$ cat config.mk
export PLATFORM = sky130hd
export DESIGN_NAME = signal_engine_flat
export DESIGN_NICKNAME = d
export VERILOG_FILES = /design/src/rtl/fxp_pkg.sv /design/src/rtl/signal_engine_if.sv /design/src/rtl/signal_engine.sv /design/src/flat_wrapper.sv
export SDC_FILE = /design/constraint.sdc
export NUM_CORES = 1
export LEC_CHECK = 0
export ABC_AREA = 1
export BUFFER_PORTS_ARGS = -buffer_cell sky130_fd_sc_hd__buf_2
export CORE_UTILIZATION = 56
export CTS_CLUSTER_DIAMETER = 120
export DETAILED_ROUTE_END_ITERATION = 12
export PLACE_DENSITY = 0.82
export SYNTH_ARGS = -nofsm -noshare
export SYNTH_HDL_FRONTEND = slang
export SYNTH_SLANG_ARGS = --single-unit
$ cat constraint.sdc
create_clock -name clk -period 4.4 [get_ports clk]
set_input_delay 0.22 -clock clk [delete_from_list [all_inputs] [get_ports clk]]
set_output_delay 0.22 -clock clk [all_outputs]
set_load 0.005 [all_outputs]
$ cat src/rtl/fxp_pkg.sv
// Q16.16 fixed-point helpers and the position encoding shared by the signal engine
// and anything that consumes its output.
package fxp_pkg;

    localparam int unsigned Q_FRAC_BITS = 16;
    localparam logic signed [31:0] Q_ZERO = 32'sh0000_0000;
    localparam logic signed [31:0] Q_ONE  = 32'sh0001_0000;
    localparam logic signed [31:0] Q_MAX  = 32'sh7FFF_FFFF;
    localparam logic signed [31:0] Q_MIN  = 32'sh8000_0000;

    typedef enum logic [1:0] {
        FLAT  = 2'b00,
        LONG  = 2'b01,
        SHORT = 2'b10
    } pos_t;

    // Add in 33 bits; a sign/carry disagreement means overflow toward sum[32]'s side.
    function automatic logic signed [31:0] sat32(input logic signed [31:0] a,
                                                 input logic signed [31:0] b);
        logic [32:0] sum;
        sum = {a[31], a} + {b[31], b};
        if (sum[32] != sum[31]) begin
            return sum[32] ? Q_MIN : Q_MAX;
        end
        return sum[31:0];
    endfunction

endpackage

$ cat src/rtl/signal_engine_if.sv
// Stream bundle for the signal engine: feature samples in, scored positions out.
interface signal_engine_if;

    logic               in_valid;
    logic               in_ready;
    logic signed [31:0] ret_in;
    logic signed [31:0] ema_in;

    logic               out_valid;
    logic               out_ready;
    logic signed [31:0] score_out;
    logic [1:0]         pos_out;
    logic               trade_out;

    modport slave (
        input  in_valid, ret_in, ema_in, out_ready,
        output in_ready, out_valid, score_out, pos_out, trade_out
    );

    modport master (
        output in_valid, ret_in, ema_in, out_ready,
        input  in_ready, out_valid, score_out, pos_out, trade_out
    );

endinterface

$ cat src/rtl/signal_engine.sv
// Scores each accepted sample, runs the FLAT/LONG/SHORT hysteresis FSM with a
// post-trade cooldown, and holds the result in a one-entry output register.
module signal_engine
    import fxp_pkg::*;
#(
    parameter logic signed [31:0] ENTRY_TH  = 32'sh0000_4000,
    parameter logic signed [31:0] EXIT_TH   = 32'sh0000_1000,
    parameter int unsigned        RET_SHIFT = 2,
    parameter int unsigned        COOLDOWN  = 4
) (
    input logic             clk,
    input logic             rst,
    signal_engine_if.slave  bus
);

    // Width is forced to at least 1 so COOLDOWN=0 still elaborates; the load value is then 0.
    localparam int unsigned CNT_W = (COOLDOWN > 0) ? $clog2(COOLDOWN + 1) : 1;
    localparam logic [CNT_W-1:0] CNT_LOAD = CNT_W'(COOLDOWN);
    localparam logic [CNT_W-1:0] CNT_ONE  = CNT_W'(1);

    localparam logic signed [31:0] NEG_ENTRY_TH = -ENTRY_TH;
    localparam logic signed [31:0] NEG_EXIT_TH  = -EXIT_TH;

    logic               out_valid_q;
    logic signed [31:0] score_q;
    pos_t               pos_q;
    logic               trade_q;
    logic [CNT_W-1:0]   cnt_q;

    logic               accept;
    logic               consume;
    logic               ready;

    logic signed [31:0] score_c;
    pos_t               pos_c;
    logic               trade_c;
    logic [CNT_W-1:0]   cnt_c;

    assign ready   = !out_valid_q || bus.out_ready;
    assign accept  = bus.in_valid && ready;
    assign consume = out_valid_q && bus.out_ready;

    // NOTE: every always_comb output gets a default first so no path leaves it unassigned (no latch).
    always_comb begin
        score_c = sat32(bus.ema_in, bus.ret_in >>> RET_SHIFT);
        pos_c   = pos_q;
        trade_c = 1'b0;
        cnt_c   = cnt_q;

        if (cnt_q != '0) begin
            cnt_c = cnt_q - CNT_ONE;
        end else begin
            unique case (pos_q)
                FLAT: begin
                    if (score_c > ENTRY_TH) begin
                        pos_c = LONG;
                    end else if (score_c < NEG_ENTRY_TH) begin
                        pos_c = SHORT;
                    end
                end
                LONG: begin
                    if (score_c < EXIT_TH) begin
                        pos_c = FLAT;
                    end
                end
                SHORT: begin
                    if (score_c > NEG_EXIT_TH) begin
                        pos_c = FLAT;
                    end
                end
                default: pos_c = FLAT;
            endcase

            if (pos_c != pos_q) begin
                trade_c = 1'b1;
                cnt_c   = CNT_LOAD;
            end
        end
    end

    // NOTE: sequential state uses non-blocking assignments so every register samples pre-edge values.
    always_ff @(posedge clk) begin
        if (rst) begin
            out_valid_q <= 1'b0;
            score_q     <= Q_ZERO;
            pos_q       <= FLAT;
            trade_q     <= 1'b0;
            cnt_q       <= '0;
        end else if (accept) begin
            out_valid_q <= 1'b1;
            score_q     <= score_c;
            pos_q       <= pos_c;
            trade_q     <= trade_c;
            cnt_q       <= cnt_c;
        end else if (consume) begin
            out_valid_q <= 1'b0;
        end
    end

    assign bus.in_ready  = ready;
    assign bus.out_valid = out_valid_q;
    assign bus.score_out = score_q;
    assign bus.pos_out   = pos_q;
    assign bus.trade_out = trade_q;

endmodule
$ cat src/flat_wrapper.sv
// flat-port wrapper written by rule: the top's interface ports become plain ports
module signal_engine_flat import fxp_pkg::*;
#(
    parameter logic signed [31:0] ENTRY_TH  = 32'sh0000_4000,
    parameter logic signed [31:0] EXIT_TH   = 32'sh0000_1000,
    parameter int unsigned        RET_SHIFT = 2,
    parameter int unsigned        COOLDOWN  = 4
)
  (clk, rst, bus_in_valid, bus_ret_in, bus_ema_in, bus_out_ready, bus_in_ready, bus_out_valid, bus_score_out, bus_pos_out, bus_trade_out);
  signal_engine_if bus_i ();
  input logic clk;
  input logic rst;
  input wire logic [$bits(bus_i.in_valid)-1:0] bus_in_valid;
  input wire logic [$bits(bus_i.ret_in)-1:0] bus_ret_in;
  input wire logic [$bits(bus_i.ema_in)-1:0] bus_ema_in;
  input wire logic [$bits(bus_i.out_ready)-1:0] bus_out_ready;
  output wire logic [$bits(bus_i.in_ready)-1:0] bus_in_ready;
  output wire logic [$bits(bus_i.out_valid)-1:0] bus_out_valid;
  output wire logic [$bits(bus_i.score_out)-1:0] bus_score_out;
  output wire logic [$bits(bus_i.pos_out)-1:0] bus_pos_out;
  output wire logic [$bits(bus_i.trade_out)-1:0] bus_trade_out;
  assign bus_i.in_valid = bus_in_valid;
  assign bus_i.ret_in = bus_ret_in;
  assign bus_i.ema_in = bus_ema_in;
  assign bus_i.out_ready = bus_out_ready;
  assign bus_in_ready = bus_i.in_ready;
  assign bus_out_valid = bus_i.out_valid;
  assign bus_score_out = bus_i.score_out;
  assign bus_pos_out = bus_i.pos_out;
  assign bus_trade_out = bus_i.trade_out;
  signal_engine #(.ENTRY_TH(ENTRY_TH), .EXIT_TH(EXIT_TH), .RET_SHIFT(RET_SHIFT), .COOLDOWN(COOLDOWN)) u_core (.clk(clk), .rst(rst), .bus(bus_i));
endmodule
* Word level (Yosys, flattened, before mapping)
Cells that the tools add are included.
** Operators by class
- Order comparisons :: 4
- Reductions and logical operators :: 10
- $add $sub $neg :: 2
- Bitwise gates (word level) :: 1
- Multiplexer cells :: 16
- Equal/unequal tests :: 4
** Operators by type and width (count)
- 2-to-1 mux 32 bit :: 3
- adder 32 x 30 -> 33 bit :: 1
- > comparator 32 x 13 -> 1 bit (second input constant) :: 1
- > comparator 32 x 16 -> 1 bit (second input constant) :: 1
- less-than comparator 32 x 14 -> 1 bit (second input constant) :: 1
- less-than comparator 32 x 15 -> 1 bit (second input constant) :: 1
- 2-to-1 mux 2 bit :: 5
- 2-to-1 mux 3 bit :: 2
- one-hot mux 2 bit (3 select lines) :: 1
- 2-to-1 mux 1 bit :: 5
- AND reduction 2 bit :: 2
- nonzero test 2 bit :: 2
- nonzero test 3 bit :: 1
- subtractor 3 x 1 -> 3 bit (second input constant) :: 1
- equality test 2 x 1 -> 1 bit (second input constant) :: 1
- equality test 2 bit (second input constant) :: 1
- logical AND 1 bit :: 2
- logical NOT 2 bit :: 1
- inequality test 2 bit :: 1
- logical NOT 1 bit :: 1
- logical OR 1 bit :: 1
- inequality test 1 bit :: 1
- inverter 1 bit :: 1
** Storage, ports and cells
- Register bits after elaboration :: 39
- Input bits :: 68
- Output and inout port bits :: 37
- Word-level logic and storage cells :: 42

* Logic depth before layout (Yosys ltp)
- Depth in word-level cells :: 12
- Gate-level depth with buffers :: 32
- Gate-level depth less buffers :: 31

* Worst setup path before layout
No wires, ideal clock.
- Path type :: input port to flip-flop
- Start point :: in bus_ema_in[0]
- End point :: reg u_core.cnt_q[0]
- Arrival :: 3.291 ns
- Buffers on the path :: 2
- Library setup time :: 0.133 ns
- Slack :: 0.976 ns
- Stages :: 29
- Data required time :: 4.267 ns
- Cells stage by stage :: ha_1 -> inv_1 -> fa_1 -> inv_1 -> nand2_1 -> nand2_1 -> nand3_2 -> nand2_2 -> nand2_2 -> nand2_4 -> nand2_4 -> nand3_2 -> nand2_1 -> ha_1 -> clkbuf_1 -> clkbuf_1 -> nand3_1 -> o21ai_0 -> nand2_1 -> inv_1 -> nand2_1 -> nor3_1 -> nand2_1 -> nand3_2 -> a21oi_2 -> nand3_2 -> nand2_2 -> nand2_1 -> a21oi_2
** On the way
- Cells in the longest elaborated chain, start to end :: 12
- Elaborated cells between the ends (all ways) :: 19
- Those cells by class :: add/sub: 1; order compare: 4; eq/ne: 2; mux: 10; reduce/logical: 2
** RTL lines
- start: declaration :: RTL line flat_wrapper.sv:15 : input wire logic [$bits(bus_i.ema_in)-1:0] bus_ema_in;
- adder 32 x 30 -> 33 bit * :: RTL line fxp_pkg.sv:21 : sum = {a[31], a} + {b[31], b};
- 2-to-1 mux 32 bit or inequality test 1 bit (tied branches) :: RTL line fxp_pkg.sv:23, fxp_pkg.sv:22
- 2-to-1 mux 32 bit or 2-to-1 mux 1 bit (tied branches) :: RTL line fxp_pkg.sv:22 : if (sum[32] != sum[31]) begin
- 2-to-1 mux 32 bit * :: RTL line fxp_pkg.sv:25 : return sum[31:0];
- less-than comparator 32 x 15 -> 1 bit :: RTL line signal_engine.sv:57 : end else if (score_c < NEG_ENTRY_TH) begin
- 2-to-1 mux 2 bit :: RTL line signal_engine.sv:57
- 2-to-1 mux 2 bit :: RTL line signal_engine.sv:55 : if (score_c > ENTRY_TH) begin
- one-hot mux 2 bit (3 select lines) * :: RTL line signal_engine.sv:53 : unique case (pos_q)
- 2-to-1 mux 2 bit * :: RTL line signal_engine.sv:50 : if (cnt_q != '0) begin
- inequality test 2 bit * :: RTL line signal_engine.sv:74 : if (pos_c != pos_q) begin
- nonzero test 2 bit (no source line) *
- AND reduction 2 bit (no source line) *
- end signal: assignment :: RTL line signal_engine.sv:94 : cnt_q <= cnt_c;
- end: declaration :: RTL line signal_engine.sv:28 : logic [CNT_W-1:0] cnt_q;
Every way passes the cells marked *; elsewhere a longest branch is shown, timed or not. The select of a mux whose other input is x is not followed.
A chain may end at the register's enable or synchronous reset.

* Worst setup path after layout
- Start point :: in bus_ema_in[0]
- End point :: reg u_core.cnt_q[2]
The elaborated chain is that of the path after synthesis.

==> metrics.csv <==
metric,value,unit
min_to,u_core.bus.out_valid,
initial_utilization,0.582,
port_buffers,102,
clk_pin_slew_worst_paths,0.07,ns
crit_top_cell,nand2_1,
period_minus_slack,3.79,ns
fin_crit_sh,0.861,
ir_drop,208,uV
crit_buf_inv,4,
firstDrtPassIters,6,
wl_met2,5440,microns
synth_top_area_share,0.240,
total_leakage_power,3.38,nW
slowest_delay,0.37,ns
cp-end-kind,flip-flop,
std_cell_rows,33,
layout.nets,1067,
drt-total-wl,12200,microns
timing.rr.start,u_core.bus.out_valid,
synthesis.nets,975,
grt_usage,0.286,
ys_ff_latch,39,
slowest_stage,nand3_4,
total_power,1.72,mW
met1_length,5590,microns
yosysTopAreaCell,nand2_1,
yosysUniqueCellTypes,38,
avgSynthCellArea,5.51,sq um
grt_pass1_wl,20600,microns
worst-endpoint-arrival,4.02,ns
totalNegativeSetupSlack,0,ns
core_area,8260,sq um
rr_worst_depth,7,
cts_buffers,5,
root_buffer,clkbuf_8,
antenna_found_initial,0,
cts_tree,done,
startpoint,bus_ema_in[0],
grt_pass1_vias,4656,
gp_congestion,0.964,
fillers,841,
critPathKind,input port to flip-flop,
syn_inst,872,
fmax,264,MHz
ctsResizeCount,0,
chipHeight,94.7,microns
layout-drive-gt1-share,0.164,
vias,5404,
clock_skew,0.00565,ns
synthFlopType,dfxtp_1,
clk_latency,0.30,ns
dr.first_iter.drc_count,417,
vias_per_cell,5.05,
r2r_slack,2.49,ns
htree_levels,2,
hold_buffers,0,
setup_viol,0,
drc,0,
dieWidth,94.7,microns
synthesis.area,4810,sq um
io_pins,105,
relSlewSlack,0.540,
ys_warn_count,0,
max-cap-violations,0,
rsz0062_at_grt,false,
dieArea,8960,sq um
wl_met3,863,microns
critical_path.max_fanout,36,
cts_buffer_depth,2,
drtAntennaViolNets,0,
cts_setup_buffers,0,
globalRouteOverflowTotal,0,
hpwlAfterDp,10100,microns
power_density,314,nW/um^2
top_layer,met4,
cp-start-kind,input port,
report.final.slew_viol_count,0,
critPathRequiredTime,4.63,ns
hold_path.class,input port to flip-flop,
hold_depth,4,
yosysSeqAreaShare,0.162,
r2r-end,u_core.bus.score_out[21],
worst_pin_slew,0.689,ns
hold_viol,0,
critPathTopFamily,simple AND/OR/NAND/NOR gates,
min_from,bus_out_ready,
synth.area.top_cells,"nand2_1, dfxtp_1, inv_1, ha_1, nand3_1",
synth_edf_count,0,
grt_max_degree,52,
antenna_cells,0,
routedWlPerCell,11.4,microns
status,"finished, final reports clean",
area_growth,14.0,%
postSynth.asyncResetShare,0,
clock-sinks,39,
[how the worst max path moves through the flow]
stage / endpoint / slack, ns / depth (start not counted)
after floorplan: u_core.cnt_q[0] / 0.98 / 29
after global placement: u_core.cnt_q[2] / 0.45 / 28
after detailed placement: u_core.cnt_q[2] / 0.37 / 29
after CTS: u_core.cnt_q[2] / 0.68 / 28
after global routing: u_core.cnt_q[0] / 0.22 / 28
final: u_core.cnt_q[2] / 0.61 / 28
[metrics by stage]
stage               instances  utilization  worst slack [ns]  hold slack (ns)  instance area (sq um)
floorplan                 872            -             0.976            0.451                   4810
global placement         1062        0.650             0.446            0.454                   5370
detailed placement       1062        0.650             0.372            0.455                   5370
CTS                      1070        0.664             0.681            0.205                   5480
global route             1070        0.664             0.225            0.248                   5480
finish                   1070        0.664             0.612            0.216                   5480
[kinds of logic (layout without fill, tap and decap cells)]
| family | after synthesis | after routing | share of synthesized area |
|---|---|---|---|
| AO/OA/AOI/OAI | 79 | 79 | 0.103 |
| XOR/XNOR | 12 | 12 | 0.0219 |
| adder cells (fa/ha/maj) | 35 | 35 | 0.0926 |
| buffers and inverters | 187 | 280 | 0.152 |
| flip-flops | 39 | 39 | 0.162 |
| AND/OR/NAND/NOR | 520 | 520 | 0.468 |
[synth_stat cells, types with 3 or more instances]
library cell,n
nand4_1,9
inv_1,161
xor2_1,11
nand3_1,70
o21ai_1,3
nand2_1,308
clkbuf_1,15
nand3b_1,6
nand2_2,12
a21oi_2,7
dfxtp_1,39
nor2_1,81
ha_1,34
o21bai_1,4
nand2_4,3
nor2_2,6
o21ai_0,18
nor3_1,9
o211ai_1,19
a21oi_1,24
nand3_2,7
inv_2,6
[final cells by class]
type / instances / area, sq um / share of cell area
clock buffers: 6 / 82.6 / 0.0151
repair buffers: 104 / 526 / 0.0958
multi-input cells: 646 / 3300 / 0.601
clock inverters: 2 / 35.0 / 0.00639
inverters: 168 / 631 / 0.115
well taps: 105 / 131 / 0.0240
flip-flops and latches: 39 / 781 / 0.142
[flip-flops by register name, indices dropped and copies added (netlist names)]
signal,flops
u_core.bus.trade_out,1
u_core.bus.pos_out,2
u_core.bus.score_out,32
u_core.cnt_q,3
u_core.bus.out_valid,1
[placed cells by master (no fill, tap or decap), types with 2 or more instances in the layout]
master    count
nand3b_1      6
nor2_4        2
nor4_1        2
buf_4         2
o211ai_1     19
and2_1        2
inv_1       161
a31oi_1       2
o21ai_0      18
dfxtp_1      39
o21ai_1       3
nand2_4       3
nand2_2      12
nand3_2       7
inv_2         6
nand4_1       9
nor3_1        9
xor2_1       11
ha_1         34
nor2_1       81
a21oi_2       7
o21bai_1      4
a21oi_1      24
nand2_1     308
buf_2       102
clkbuf_8      6
nor2_2        6
nand3_1      70
[per-layer routing]
| layer | vias to the layer above | track usage |
|---|---|---|
| li1 | 2892 | - |
| met1 | 2283 | 0.378 |
| met2 | 199 | 0.480 |
| met3 | 30 | 0.0395 |
| met4 | 0 | 0.0859 |
| met5 | - | 0 |
[where the power goes]
group | switching [mW] | total (mW) | internal, mW | leakage, nW
combinational | 0.641 | 0.978 | 0.337 | 3.00
sequential | 0.0321 | 0.439 | 0.407 | 0.323
clock | 0.124 | 0.307 | 0.183 | 0.0612
[worst min-delay path, stage by stage]
cell     delay (ns)
buf_2          0.07
inv_1          0.03
nand2_1        0.08
a21oi_1        0.07
Power figures use the tool's default switching activity.
